File: config.mk
export PLATFORM = sky130hd
export DESIGN_NAME = pmem_arbiter
export DESIGN_NICKNAME = d
export VERILOG_FILES = /design/src/rtl/pmem_arbiter.sv
export SDC_FILE = /design/constraint.sdc
export NUM_CORES = 1
export LEC_CHECK = 0
export ABC_AREA = 1
export CAP_MARGIN = 10
export CORE_AREA = 2 2 325 327
export CTS_CLUSTER_DIAMETER = 100
export DETAILED_ROUTE_END_ITERATION = 8
export DIE_AREA = 0 0 327 329
export SYNTH_ARGS = -nofsm -noshare
export SYNTH_HDL_FRONTEND = slang
export SYNTH_SLANG_ARGS = --single-unit
File: constraint.sdc
create_clock -name clk -period 3.35 [get_ports clk]
set_clock_uncertainty 0.2 [all_clocks]
set_input_delay 0.8375 -clock clk [delete_from_list [all_inputs] [get_ports clk]]
set_output_delay 0.8375 -clock clk [all_outputs]
set_load 0.01 [all_outputs]
File: src/rtl/pmem_arbiter.sv
`default_nettype none
// ============================================================================
// Module      : pmem_arbiter
// Description : Merges the I-cache (a) and D-cache (b) pmem ports onto one
//               single-ported physical-memory initiator, round-robin on
//               contention, one transaction in flight.
// Revision    : 1.0 - initial release
// ============================================================================
module pmem_arbiter #(
  parameter int ADDR_W = 16,
  parameter int LINE_W = 128
) (
  input  logic              clk,
  input  logic              rst_n,
  input  logic              pmem_read_a,
  input  logic              pmem_write_a,
  input  logic [ADDR_W-1:0] pmem_address_a,
  input  logic [LINE_W-1:0] pmem_wdata_a,
  output logic              pmem_resp_a,
  output logic [LINE_W-1:0] pmem_rdata_a,
  input  logic              pmem_read_b,
  input  logic              pmem_write_b,
  input  logic [ADDR_W-1:0] pmem_address_b,
  input  logic [LINE_W-1:0] pmem_wdata_b,
  output logic              pmem_resp_b,
  output logic [LINE_W-1:0] pmem_rdata_b,
  output logic              mem_read,
  output logic              mem_write,
  output logic [ADDR_W-1:0] mem_address,
  output logic [LINE_W-1:0] mem_wdata,
  input  logic              mem_resp,
  input  logic [LINE_W-1:0] mem_rdata
);

  typedef enum logic [1:0] {
    S_IDLE  = 2'd0,
    S_ISSUE = 2'd1,
    S_RESP  = 2'd2
  } state_t;

  localparam logic C_PORT_A = 1'b0;
  localparam logic C_PORT_B = 1'b1;

  state_t            state_q, state_d;
  logic              last_q, last_d;
  logic              gnt_q, gnt_d;
  logic              mem_read_q, mem_read_d;
  logic              mem_write_q, mem_write_d;
  logic [ADDR_W-1:0] mem_address_q, mem_address_d;
  logic [LINE_W-1:0] mem_wdata_q, mem_wdata_d;
  logic              resp_a_q, resp_a_d;
  logic              resp_b_q, resp_b_d;
  logic [LINE_W-1:0] rdata_a_q, rdata_a_d;
  logic [LINE_W-1:0] rdata_b_q, rdata_b_d;

  logic w_req_a;
  logic w_req_b;
  logic w_pick_b;

  assign w_req_a  = pmem_read_a | pmem_write_a;
  assign w_req_b  = pmem_read_b | pmem_write_b;
  // b wins when it is alone, or when both ask and a was served last
  assign w_pick_b = w_req_b & (~w_req_a | (last_q == C_PORT_A));

  always_comb begin
    state_d       = state_q;
    last_d        = last_q;
    gnt_d         = gnt_q;
    mem_read_d    = mem_read_q;
    mem_write_d   = mem_write_q;
    mem_address_d = mem_address_q;
    mem_wdata_d   = mem_wdata_q;
    resp_a_d      = 1'b0;
    resp_b_d      = 1'b0;
    rdata_a_d     = rdata_a_q;
    rdata_b_d     = rdata_b_q;

    case (state_q)
      S_IDLE: begin
        if (w_req_a | w_req_b) begin
          gnt_d = w_pick_b;
          // write takes priority if an initiator raises both strobes
          if (w_pick_b) begin
            mem_write_d   = pmem_write_b;
            mem_read_d    = ~pmem_write_b;
            mem_address_d = pmem_address_b;
            mem_wdata_d   = pmem_wdata_b;
          end else begin
            mem_write_d   = pmem_write_a;
            mem_read_d    = ~pmem_write_a;
            mem_address_d = pmem_address_a;
            mem_wdata_d   = pmem_wdata_a;
          end
          state_d = S_ISSUE;
        end
      end
      S_ISSUE: begin
        if (mem_resp) begin
          mem_read_d  = 1'b0;
          mem_write_d = 1'b0;
          last_d      = gnt_q;
          if (gnt_q == C_PORT_B) begin
            rdata_b_d = mem_rdata;
            resp_b_d  = 1'b1;
          end else begin
            rdata_a_d = mem_rdata;
            resp_a_d  = 1'b1;
          end
          state_d = S_RESP;
        end
      end
      S_RESP:  state_d = S_IDLE;
      default: state_d = S_IDLE;
    endcase
  end

  always_ff @(posedge clk) begin
    if (!rst_n) begin
      state_q       <= S_IDLE;
      last_q        <= C_PORT_B;
      gnt_q         <= C_PORT_A;
      mem_read_q    <= 1'b0;
      mem_write_q   <= 1'b0;
      mem_address_q <= '0;
      mem_wdata_q   <= '0;
      resp_a_q      <= 1'b0;
      resp_b_q      <= 1'b0;
      rdata_a_q     <= '0;
      rdata_b_q     <= '0;
    end else begin
      state_q       <= state_d;
      last_q        <= last_d;
      gnt_q         <= gnt_d;
      mem_read_q    <= mem_read_d;
      mem_write_q   <= mem_write_d;
      mem_address_q <= mem_address_d;
      mem_wdata_q   <= mem_wdata_d;
      resp_a_q      <= resp_a_d;
      resp_b_q      <= resp_b_d;
      rdata_a_q     <= rdata_a_d;
      rdata_b_q     <= rdata_b_d;
    end
  end

  assign pmem_resp_a  = resp_a_q;
  assign pmem_resp_b  = resp_b_q;
  assign pmem_rdata_a = rdata_a_q;
  assign pmem_rdata_b = rdata_b_q;
  assign mem_read     = mem_read_q;
  assign mem_write    = mem_write_q;
  assign mem_address  = mem_address_q;
  assign mem_wdata    = mem_wdata_q;

endmodule
`default_nettype wire
Yosys cells after proc, flatten, opt, wreduce, memory -nomap -nowiden
Cells that the tools add are included.
{"block": "word_totals", "regBits": 408, "latch_bits": 0, "mem_bits_rw": 0, "rom_bits": 0, "input_bits": 423, "output_inout_bits": 404, "word_cells": 47, "n_memories": 0}
{"block": "op_classes", "add_sub_neg": 0, "n_mul": 0, "div": 0, "n_lt_le_gt_ge": 0, "eq_ne": 3, "shifts": 0, "mux": 14, "bitwise_logic": 10, "n_reduce_logical": 9}
{"op": "2-to-1 mux 128 bit", "count": 1}
{"op": "2-to-1 mux 16 bit", "count": 1}
{"op": "AND reduction 3 bit", "count": 4}
{"op": "2-to-1 mux 1 bit", "count": 7}
{"op": "AND reduction 2 bit", "count": 3}
{"op": "NOT 1 bit", "count": 5}
{"op": "2-to-1 mux 2 bit", "count": 2}
{"op": "!= test 2 bit, second input constant", "count": 2}
{"op": "OR 1 bit", "count": 4}
{"op": "case mux 1 bit (2 select lines)", "count": 2}
{"op": "case mux 2 bit (2 select lines)", "count": 1}
{"op": "equality test 2 x 1 -> 1 bit, second input constant", "count": 1}
{"op": "logical NOT 2 bit", "count": 1}
{"op": "nonzero test 2 bit", "count": 1}
{"op": "AND 1 bit", "count": 1}

Logic depth before layout (Yosys ltp)
{"block": "logic_depth", "word_depth": 7, "depth_mapped": 11}

Least setup slack after synthesis
No wires, ideal clock.
{"block": "synth_path", "path_kind": "input -> register", "startpoint": "input port pmem_read_b", "endpoint": "register mem_wdata_q[52] (netlist: mem_wdata[52])", "arrival_ps": 1721, "required_ps": 3041, "setup_slack_ps": 1320, "stages": 9, "n_path_buf": 3, "path_cell_list": "nor2_1 > inv_1 > buf_2 > buf_4 > buf_2 > nand3_1 > nand3_1 > nand2_1 > inv_1"}
{"block": "synth_via", "elab_chain_len": 3, "elab_cells_between_ends": 5}
{"item": "from (decl)", "line_no": "21", "rtl": "input logic pmem_read_b,"}
{"item": "OR 1 bit *", "line_no": "61", "rtl": "assign w_req_b = pmem_read_b | pmem_write_b;"}
{"item": "AND 1 bit or OR 1 bit (tied branches)", "line_no": "63, 80"}
{"item": "2-to-1 mux 128 bit or AND reduction 2 bit (tied branches)"}
{"item": "to (signal assigned)", "line_no": "137", "rtl": "mem_wdata_q <= mem_wdata_d;"}
{"item": "to (decl)", "line_no": "50", "rtl": "logic [LINE_W-1:0] mem_wdata_q, mem_wdata_d;"}
Every way passes the cells marked *; elsewhere a longest branch is shown, timed or not.
A chain may end at the register's enable or synchronous reset.

Worst setup path after layout
{"block": "layout_path", "startpoint": "register mem_wdata_q[106] (netlist: mem_wdata[106])", "endpoint": "output port mem_wdata[106]"}
{"item": "to (decl)", "line_no": "30", "rtl": "output logic [LINE_W-1:0] mem_wdata,"}
No word-level cell between the ends.

==> results.md <==
* Status: finished clean
* Setup tns final at 0 ns
* Vias in the first global route at 16170
* Sequential cell area at 8168 µm²
* Routability Congestion at 0.8450
* WP buf/inv at 1
* Hold Buf Count CTS at 0
* Setup crit start kind: flop
* Post-Syn Area at 16230 µm²
* Post-detail-place hpwl at 50120 µm
* Synth Instances at 2262
* Vias per inst at 3.827
* Required time of the worst setup path at 2.31 ns
* Area of the multi-input gates at 6205 µm²
* Min Hold Slack at 0.2547 ns
* Initial antenna violation count at 5
* Min setup slack post-route at 0.5724 ns
* First-pass DRT Iterations at 5
* Synth top area share at 50.34%
* Clk sinks at 408
* Row cnt at 119
* Largest net degree at the start of global routing at 149
* Synth area leaders: dfxtp_1, nand2_1, nand3_1
* Setup violations, final at 0
* Final Hold Vio Count at 0
* Leading cell type in the layout, fill and taps excluded: clkdlybuf4s50_1
* Synth area leader: dfxtp_1
* PD cells at 504.2 nW/µm²
* Sequential-to-total area share from yosys stat at 50.34%
* WP data arrival at 1.74 ns
* Die Y at 329 µm
* Syn nets at 2685
* Critical-path top delay cell: clkdlybuf4s50_1
* First-pass GRT wire length at 98740 µm
* Grt total ovfl at 0
* Pre-CTS setup slack at 0.1635 ns
* Yosys warns at 0
* Setup crit end kind: output port
* Port Buffers at 826
* Slew Viols, Final at 0
* Rel. slew slack at 40.07%
* Filler Cells Inserted at 11360
* Share of post-route cells with drive strength above 1 at 4.732%
* Width of the chip at 327 µm
* Final wirelength at 68160 µm
* Fin crit share at 82.91%
* Tot GR Track Use at 11.86%
* Area growth, synth to finish at 71.36%
* Total CTS buffers at 51
* # Post-CTS Setup Buffers at 0
* Cell family with most CP delay: buffers and inverters
* Vias after detailed routing at 17060
* Root Buffer: clkbuf_16
* Leading cell types in the layout, fill and taps excluded: clkdlybuf4s50_1, nand2_1, dfxtp_1
* Worst-Skew Late Latency at 0.62 ns
* CP Max Fanout at 2
* Final ANT Viol Nets at 0
* DRC at 0
* Crit path largest cell delay at 0.66 ns
* DIE AREA at 107600 µm²
* Clock Pin Slew Worst Setup and Hold Paths at 0.06 ns
* H-tree Lvls at 2
* Min-delay worst type: flop to flop
* Pleak at 12.09 nW
* RSZ-0062 raised after global routing: no
* Mean Syn Cell Area at 7.173 µm²
* Yosys cell types at 19
* CP Class: flop to output port
* Max-cap violations at 0
* Nets at 3447
* Final core occ at 26.64%
* Post-CTS sizing at 0
* Routed WL per cell at 15.29 µm
* CTS tree: done
* Worst-case vdd ir drop at 371.5 µV
* #FFs+latches synth at 408
* Core ar. at 104400 µm²
* Slew @ Worst Pin at 0.8989 ns
* Starting DRT DRC Count at 752
* Max Fclk at 0.3600 GHz
* Longest Clk Path Bufs at 3
* IO Pins at 827
* Starting density of the core at 15.55%
* Critical path cell sequence: clkdlybuf4s50_1
* Min Tclk post-route at 2.778 ns
where the power goes:
group / switching, mW / internal (mW) / total [mW]
clock network: 2.36 / 3.32 / 5.68
logic: 1.42 / 1.48 / 2.90
registers: 0.210 / 5.23 / 5.44
total: 3.99 / 10.0 / 14.0
synthesized netlist by cell type:
| cell type | number |
|---|---|
| o21ai_1 | 63 |
| inv_1 | 279 |
| buf_4 | 29 |
| nor2_4 | 3 |
| a21oi_1 | 132 |
| clkbuf_1 | 59 |
| o21ai_0 | 194 |
| nand2_1 | 427 |
| nor3_1 | 1 |
| dfxtp_1 | 408 |
| inv_2 | 3 |
| buf_1 | 2 |
| nor2_1 | 294 |
| nand2_2 | 2 |
| buf_6 | 1 |
| nand2_4 | 1 |
| o21ai_2 | 1 |
| buf_2 | 73 |
| nand3_1 | 290 |
sequential cells by signal (all words and copies together), names as in the netlist, 2 cells and up:
| register | cells |
|---|---|
| mem_address | 16 |
| state_q | 2 |
| pmem_rdata_a | 128 |
| mem_wdata | 128 |
| pmem_rdata_b | 128 |
cell type report:
| cell class | instances | share of cell area, % |
|---|---|---|
| antenna | 2 | 0.01800 |
| clock buffer | 70 | 5.243 |
| clock inverter | 23 | 1.067 |
| inverter | 282 | 3.870 |
| multi-input combinational | 1408 | 22.32 |
| sequential | 408 | 29.38 |
| tap | 1391 | 6.260 |
| timing repair buffer | 873 | 31.85 |
metal layers:
| metal | vias up | routed length (µm) | track usage (%) | share of wire [%] |
|---|---|---|---|---|
| met5 | - | 27 | 0 | 0.040 |
| met4 | 4 | 2994 | 5.535 | 4.4 |
| met3 | 140 | 5402 | 3.613 | 7.9 |
| met2 | 624 | 32060 | 19.86 | 47 |
| met1 | 7650 | 27680 | 13.85 | 41 |
| li1 | 8640 | - | - | - |
kinds of logic (layout without fill, tap and decap cells):
family,count (synthesis),in the layout,share of synthesized area (%)
compound gates,390,390,12.05
buf+inv,446,1248,11.60
other cells,0,2,0
flops,408,408,50.34
simple gates,1018,1018,26.01
worst paths after layout:
path / from / endpoint / slack [ns] / depth (start not counted)
max: mem_wdata[106] / mem_wdata[106] / 0.57 / 1
min: pmem_rdata_b[9] / pmem_rdata_b[9] / 0.25 / 2
max reg2reg: state_q[1] / pmem_rdata_b[68] / 1.48 / 9
min reg2reg: pmem_rdata_b[9] / pmem_rdata_b[9] / 0.25 / 2
per-stage QoR:
stage / total power [mW] / instances / cell area [µm²]
6_report: 14.02 / 4457 / 27800
5_1_grt: 14.73 / 4456 / 27800
4_1_cts: 14.27 / 4455 / 27800
3_5_place_dp: 8.471 / 4362 / 26050
3_3_place_gp: 8.455 / 4362 / 26050
2_1_floorplan: 6.769 / 2262 / 16230
No activity file was read; power rests on OpenSTA's default activity.
